===== config.mk =====
export PLATFORM = sky130hd
export DESIGN_NAME = branch_resolve_queue_flat
export DESIGN_NICKNAME = d
export VERILOG_FILES = /design/src/rtl/branch_resolve_queue_if.sv /design/src/rtl/branch_resolve_queue.sv /design/src/flat_wrapper.sv
export SDC_FILE = /design/constraint.sdc
export NUM_CORES = 1
export LEC_CHECK = 0
export ABC_AREA = 1
export BUFFER_PORTS_ARGS = -buffer_cell sky130_fd_sc_hd__clkbuf_2
export CORE_MARGIN = 1
export CORE_UTILIZATION = 45
export CTS_CLUSTER_SIZE = 14
export DETAILED_ROUTE_END_ITERATION = 16
export PLACE_DENSITY = 0.71
export SETUP_SLACK_MARGIN = 0.1
export SLEW_MARGIN = 20
export SYNTH_ARGS = -nofsm -noshare
export SYNTH_HDL_FRONTEND = slang
export SYNTH_SLANG_ARGS = --single-unit

===== constraint.sdc =====
create_clock -name clk -period 4.95 [get_ports clk]
set_input_delay 0.2475 -clock clk [delete_from_list [all_inputs] [get_ports clk]]
set_output_delay 0.2475 -clock clk [all_outputs]
set_load 0.02 [all_outputs]

===== src/rtl/branch_resolve_queue_if.sv =====
// Fetch/execute/predictor-facing signal bundle for branch_resolve_queue.
// Optional BRQ_STATS_EN adds the statistics counters.
interface branch_resolve_queue_if #(
    parameter int unsigned DEPTH = 4
);
    localparam int unsigned PTR_W = $clog2(DEPTH);

    logic             alloc_valid;
    logic [31:0]      alloc_pc;
    logic             alloc_pred;
    logic [31:0]      alloc_target;
    logic             alloc_ready;
    logic             resolve_valid;
    logic             resolve_taken;
    logic [31:0]      resolve_target;
    logic             upd_ld;
    logic             upd_br_en;
    logic [31:0]      upd_pc;
    logic             mispredict;
    logic [31:0]      redirect_pc;
    logic [PTR_W:0]   count;
    logic             resolve_err;
`ifdef BRQ_STATS_EN
    logic [31:0]      stat_resolved;
    logic [31:0]      stat_mispred;
`endif

    modport master (
        output alloc_valid, alloc_pc, alloc_pred, alloc_target,
        output resolve_valid, resolve_taken, resolve_target,
        input  alloc_ready, upd_ld, upd_br_en, upd_pc,
        input  mispredict, redirect_pc, count, resolve_err
`ifdef BRQ_STATS_EN
        , input stat_resolved, stat_mispred
`endif
    );

    modport slave (
        input  alloc_valid, alloc_pc, alloc_pred, alloc_target,
        input  resolve_valid, resolve_taken, resolve_target,
        output alloc_ready, upd_ld, upd_br_en, upd_pc,
        output mispredict, redirect_pc, count, resolve_err
`ifdef BRQ_STATS_EN
        , output stat_resolved, stat_mispred
`endif
    );
endinterface


===== src/rtl/branch_resolve_queue.sv =====
// In-order queue of predicted branches; trains the global predictor and redirects on mispredict.
// Optional macro BRQ_STATS_EN adds saturating resolved/mispredict counters.
module branch_resolve_queue #(
    parameter int unsigned DEPTH = 4
) (
    input  logic                   clk,
    input  logic                   rst,
    branch_resolve_queue_if.slave  bus
);
    localparam int unsigned PTR_W = $clog2(DEPTH);
    localparam int unsigned CNT_W = PTR_W + 1;

    typedef struct packed {
        logic [31:0] pc;
        logic        pred;
        logic [31:0] target;
    } entry_t;

    entry_t             r_mem [DEPTH];
    logic [PTR_W-1:0]   r_head;
    logic [PTR_W-1:0]   r_tail;
    logic [CNT_W-1:0]   r_count;
    logic               r_upd_ld;
    logic               r_upd_br_en;
    logic [31:0]        r_upd_pc;
    logic               r_mispredict;
    logic [31:0]        r_redirect_pc;
    logic               r_resolve_err;

    entry_t             w_head_entry;
    logic               w_alloc_ready;
    logic               w_do_alloc;
    logic               w_do_resolve;
    logic               w_mispred;
    logic [31:0]        w_redirect;

    assign w_head_entry  = r_mem[r_head];
    assign w_alloc_ready = (r_count < CNT_W'(DEPTH));
    assign w_do_resolve  = bus.resolve_valid && (r_count != '0);
    assign w_mispred     = w_do_resolve &&
                           ((w_head_entry.pred != bus.resolve_taken) ||
                            (w_head_entry.pred && bus.resolve_taken &&
                             (w_head_entry.target != bus.resolve_target)));
    // A flush discards the same-cycle allocation along with every younger entry.
    assign w_do_alloc    = bus.alloc_valid && w_alloc_ready && !w_mispred;
    assign w_redirect    = bus.resolve_taken ? bus.resolve_target
                                             : (w_head_entry.pc + 32'd4);

    // Entry storage needs no reset; occupancy governs validity.
    always_ff @(posedge clk) begin
        if (w_do_alloc) begin
            r_mem[r_tail] <= '{pc: bus.alloc_pc, pred: bus.alloc_pred, target: bus.alloc_target};
        end
    end

    always_ff @(posedge clk) begin
        if (rst) begin
            r_head  <= '0;
            r_tail  <= '0;
            r_count <= '0;
        end else if (w_mispred) begin
            r_head  <= '0;
            r_tail  <= '0;
            r_count <= '0;
        end else begin
            if (w_do_alloc) begin
                r_tail <= r_tail + PTR_W'(1);
            end
            if (w_do_resolve) begin
                r_head <= r_head + PTR_W'(1);
            end
            case ({w_do_alloc, w_do_resolve})
                2'b10:   r_count <= r_count + CNT_W'(1);
                2'b01:   r_count <= r_count - CNT_W'(1);
                default: r_count <= r_count;
            endcase
        end
    end

    // Training and redirect outputs, one cycle after the resolve.
    always_ff @(posedge clk) begin
        if (rst) begin
            r_upd_ld      <= 1'b0;
            r_upd_br_en   <= 1'b0;
            r_upd_pc      <= '0;
            r_mispredict  <= 1'b0;
            r_redirect_pc <= '0;
            r_resolve_err <= 1'b0;
        end else begin
            r_upd_ld      <= w_do_resolve;
            r_upd_br_en   <= w_do_resolve && bus.resolve_taken;
            r_mispredict  <= w_mispred;
            r_resolve_err <= r_resolve_err || (bus.resolve_valid && (r_count == '0));
            if (w_do_resolve) begin
                r_upd_pc      <= w_head_entry.pc;
                r_redirect_pc <= w_redirect;
            end
        end
    end

    assign bus.alloc_ready = w_alloc_ready;
    assign bus.upd_ld      = r_upd_ld;
    assign bus.upd_br_en   = r_upd_br_en;
    assign bus.upd_pc      = r_upd_pc;
    assign bus.mispredict  = r_mispredict;
    assign bus.redirect_pc = r_redirect_pc;
    assign bus.count       = r_count;
    assign bus.resolve_err = r_resolve_err;

`ifdef BRQ_STATS_EN
    logic [31:0] r_stat_resolved;
    logic [31:0] r_stat_mispred;

    // Saturating event counters keyed off the registered pulses.
    always_ff @(posedge clk) begin
        if (rst) begin
            r_stat_resolved <= '0;
            r_stat_mispred  <= '0;
        end else begin
            if (r_upd_ld && (r_stat_resolved != 32'hFFFF_FFFF)) begin
                r_stat_resolved <= r_stat_resolved + 32'd1;
            end
            if (r_mispredict && (r_stat_mispred != 32'hFFFF_FFFF)) begin
                r_stat_mispred <= r_stat_mispred + 32'd1;
            end
        end
    end

    assign bus.stat_resolved = r_stat_resolved;
    assign bus.stat_mispred  = r_stat_mispred;
`endif
endmodule


===== src/flat_wrapper.sv =====
// flat-port wrapper written by rule: the top's interface ports become plain ports
module branch_resolve_queue_flat 
#(
    parameter int unsigned DEPTH = 4
)
  (clk, rst, bus_alloc_valid, bus_alloc_pc, bus_alloc_pred, bus_alloc_target, bus_resolve_valid, bus_resolve_taken, bus_resolve_target, bus_alloc_ready, bus_upd_ld, bus_upd_br_en, bus_upd_pc, bus_mispredict, bus_redirect_pc, bus_count, bus_resolve_err);
  branch_resolve_queue_if #(.DEPTH(DEPTH)) bus_i ();
  input  logic clk;
  input  logic rst;
  input wire logic [$bits(bus_i.alloc_valid)-1:0] bus_alloc_valid;
  input wire logic [$bits(bus_i.alloc_pc)-1:0] bus_alloc_pc;
  input wire logic [$bits(bus_i.alloc_pred)-1:0] bus_alloc_pred;
  input wire logic [$bits(bus_i.alloc_target)-1:0] bus_alloc_target;
  input wire logic [$bits(bus_i.resolve_valid)-1:0] bus_resolve_valid;
  input wire logic [$bits(bus_i.resolve_taken)-1:0] bus_resolve_taken;
  input wire logic [$bits(bus_i.resolve_target)-1:0] bus_resolve_target;
  output wire logic [$bits(bus_i.alloc_ready)-1:0] bus_alloc_ready;
  output wire logic [$bits(bus_i.upd_ld)-1:0] bus_upd_ld;
  output wire logic [$bits(bus_i.upd_br_en)-1:0] bus_upd_br_en;
  output wire logic [$bits(bus_i.upd_pc)-1:0] bus_upd_pc;
  output wire logic [$bits(bus_i.mispredict)-1:0] bus_mispredict;
  output wire logic [$bits(bus_i.redirect_pc)-1:0] bus_redirect_pc;
  output wire logic [$bits(bus_i.count)-1:0] bus_count;
  output wire logic [$bits(bus_i.resolve_err)-1:0] bus_resolve_err;
  assign bus_i.alloc_valid = bus_alloc_valid;
  assign bus_i.alloc_pc = bus_alloc_pc;
  assign bus_i.alloc_pred = bus_alloc_pred;
  assign bus_i.alloc_target = bus_alloc_target;
  assign bus_i.resolve_valid = bus_resolve_valid;
  assign bus_i.resolve_taken = bus_resolve_taken;
  assign bus_i.resolve_target = bus_resolve_target;
  assign bus_alloc_ready = bus_i.alloc_ready;
  assign bus_upd_ld = bus_i.upd_ld;
  assign bus_upd_br_en = bus_i.upd_br_en;
  assign bus_upd_pc = bus_i.upd_pc;
  assign bus_mispredict = bus_i.mispredict;
  assign bus_redirect_pc = bus_i.redirect_pc;
  assign bus_count = bus_i.count;
  assign bus_resolve_err = bus_i.resolve_err;
  branch_resolve_queue #(.DEPTH(DEPTH)) u_core (.clk(clk), .rst(rst), .bus(bus_i));
endmodule

==> results.md <==
* Status: finished, final reports clean
* Ranking of synthesized cells by area: edfxtp_1 53%, nand2_1 11%, dfxtp_1 11%, nand3_1 5.9%, a21oi_1 3.4%
* Setup violators final at 0
* Final Hold Vio Count at 0
* First-pass GRT wire length at 59.8 mm
* Top-count cell post-synth: nand2_1
* Post-synthesis sequential area ratio at 64.0%
* GR Util met3 at 3.51%
* Most frequent cells after synthesis: 441 x nand2_1, 260 x edfxtp_1, 173 x nand3_1
* Layout fillers at 2718
* Synthesized area at 14600 µm²
* CTS sink count at 337
* Worst-margin pin slew at 869 ps
* Iteration-0 DRC Markers at 1158
* Crit-path max FO at 65
* Critical path startpoint category: register
* H-Tree Depth at 2
* RSZ-0062 raised after global routing: no
* Count of input and output buffers at 173
* Post-synthesis async set-or-reset flop share at 0%
* CP max stage cell: buf_4
* Standard-cell row count at 65
* Num ports at 174
* Synth Net Count at 1540
* Met2 Resource Use GR at 38.6%
* CP endpoint kind: register
* Setup TNS at 0 ps
* VDD IR max at 0.000312 V
* Placer Congestion at 0.871
* Slew headroom at 42.1%
* Crit-path cells: buf_4, nand3_1, nand2_1, nand2_1, nand2_1, nand2_1, nor2_1, nand2_1, nor2_1, nand2_1, nand2_1, nand2_1, nand2_2, nand2_2, nor2_4, buf_12
* Dpl hpwl at 24.7 mm
* Die height at 182 µm
* Max cap viols at 0
* NumNets Final at 1763
* EDFF count, synth at 260
* Final Slew Violations at 0
* Final wirelength at 38.9 mm
* DIE AREA at 33200 µm²
* Crit share post-route at 75.3%
* Register-to-register setup slack at 1220 ps
* HP Start: bus_alloc_pc[7]
* Vias at 11200
* CTS Buf Count at 36
* Grt peak-use layer: met2
* Predominant post-synthesis flop cell: edfxtp_1
* Drt drc at 0
* Top cell type's share of synthesized area at 53.4%
* CTS tree: built
* Die width at 182 µm
* Area leader, netlist: edfxtp_1
* DRT Pass-1 Iters at 6
* Max clock buf depth at 3
* Vias in the first global route at 10600
* Slowest stage delay, CP at 670 ps
* Grt ovf at 0
* CP most frequent cell: nand2_1
* Power Total at 9.96 mW
* Pwr dens at 564 nW/µm²
* Worst EP arrival at 3940 ps
* Setup WS post-layout at 1220 ps
* Dpl ws at 1300 ps
* CP required at 5160 ps
* Wire per inst at 18.7 µm
* DRT antenna net count at 0
* GR Util All Layers at 23.5%
* Post-synthesis register bit count at 337
* Mapped Cells at 1430
* Ratio of cells with drive above 1 in the final layout at 18.8%
* Core Box Area at 31700 µm²
* Synth warn at 0
* HP Class: input pin to register
* Leak pwr at 7.12 nW
* Syn Area/Cell at 10.2 µm²
* Worst Skew at 22.5 ps
* Final Util at 55.7%
* Setup Fix Bufs, Post-CTS at 0
* Max Clk Rate at 268 MHz
* Clk slew on worst S/H paths at 60 ps
* Initial antenna violation count at 1
* Met1 Track Usage GR at 31.9%
* Root buffer cell: clkbuf_16
* Layout area overhead at 20.9%
* Largest net degree at the start of global routing at 134
* Synth cell types at 46
* Worst-skew pair later-pin latency at 530 ps
* Buf/Inv on CP at 2
* Initial Util at 46.1%
* CP Class: register to register
* Min Clock Period, post-route at 3730 ps
* Vias per cell at 5.38
* Family with the most delay on the worst path: simple AND/OR/NAND/NOR gates
==> sequential cells by signal, indices dropped and copies added, names as in the netlist, named ones only <==
| name | cells |
|---|---|
| u_core.bus.upd_pc | 32 |
| u_core.bus.mispredict | 1 |
| u_core.bus.redirect_pc | 32 |
| u_core.bus.resolve_err | 1 |
| u_core.r_mem | 260 |
| u_core.bus.count | 3 |
| u_core.r_head | 2 |
| u_core.bus.upd_ld | 1 |
| u_core.r_tail | 2 |
| u_core.bus.upd_br_en | 1 |
==> repair_timing <==
item                                   4_1_cts  5_1_grt
endpoints found under the hold margin      256        0
hold buffers                                64        0
gates resized for setup                      0        0
==> worst paths after layout <==
kind	endpoint	cells after the start
max	u_core.r_mem[3][43]	16
min	u_core.r_mem[0][40]	1
max reg2reg	u_core.r_mem[3][43]	16
min reg2reg	u_core.bus.resolve_err	2
==> power breakdown <==
group | switching (mW) | total, mW | internal, mW
Combinational | 2.34 | 3.28 | 0.936
Sequential | 0.203 | 3.84 | 3.64
Clock | 1.10 | 2.84 | 1.75
Total | 3.64 | 9.96 | 6.32
==> cell usage in the layout, fill, tap and decap left out, types with 2 or more instances in the layout <==
| cell | synthesis | final |
|---|---|---|
| dlygate4sd3_1 | 0 | 64 |
| o21ai_0 | 56 | 56 |
| clkbuf_8 | 0 | 5 |
| nand3b_1 | 3 | 3 |
| nand4_1 | 12 | 12 |
| buf_12 | 1 | 6 |
| o21bai_1 | 2 | 2 |
| nor2_1 | 56 | 52 |
| clkbuf_16 | 0 | 43 |
| nor2_2 | 11 | 11 |
| inv_2 | 9 | 9 |
| xor2_1 | 6 | 6 |
| clkinv_1 | 1 | 3 |
| or2_2 | 3 | 3 |
| nand2_2 | 16 | 16 |
| clkinvlp_4 | 0 | 2 |
| clkinv_2 | 0 | 4 |
| xnor2_1 | 5 | 5 |
| inv_6 | 0 | 3 |
| nand3_1 | 173 | 173 |
| o21ai_1 | 13 | 13 |
| nor3_1 | 5 | 5 |
| clkbuf_1 | 25 | 4 |
| o211ai_1 | 5 | 5 |
| bufinv_16 | 0 | 2 |
| nor2_4 | 7 | 11 |
| o22ai_1 | 3 | 3 |
| ha_1 | 7 | 7 |
| inv_1 | 72 | 72 |
| clkbuf_2 | 0 | 173 |
| nand2_1 | 441 | 441 |
| a21oi_1 | 100 | 100 |
| edfxtp_1 | 260 | 260 |
| nand3_2 | 3 | 3 |
| buf_4 | 11 | 10 |
| dfxtp_1 | 77 | 75 |
| a21oi_2 | 2 | 2 |
==> layout make-up <==
type                            instances  area (µm²)  share of cell area (%)
Sequential cell                       337        9350                    52.9
Multi-Input combinational cell        942        4500                    25.5
Timing Repair Buffer                  253        1700                    9.63
Clock buffer                           52        1160                    6.56
Tap cell                              402         503                    2.85
Inverter                               83         319                    1.81
Clock inverter                         14         135                   0.765
Antenna cell                            1        2.50                  0.0142
==> routing by layer <==
metal,vias to the layer above,share of wire (%)
li1,5324,-
met1,5268,42
met2,530,47
met3,87,7.9
met4,0,3.1
met5,-,0
==> stage by stage <==
| stage | hold WS (ps) | instance area (µm²) | instances |
|---|---|---|---|
| 3_3_place_gp | 451 | 15700 | 1953 |
| 4_1_cts | 10.4 | 17700 | 2083 |
| 2_1_floorplan | 346 | 14600 | 1430 |
| 6_report | 38.8 | 17700 | 2084 |
| 5_1_grt | 14.2 | 17700 | 2084 |
| 3_5_place_dp | 450 | 15700 | 1953 |
==> cells by family after synthesis <==
logic type               after synthesis  synth area share [%]
buffers and inverters                151                  5.52
flip-flops                           337                  64.0
XOR/XNOR                              11                 0.659
AO/OA/AOI/OAI                        186                  6.88
AND/OR/NAND/NOR                      737                  22.2
adder cells (fa/ha/maj)                8                 0.736
Note: power is estimated with default switching activity, not from simulation.
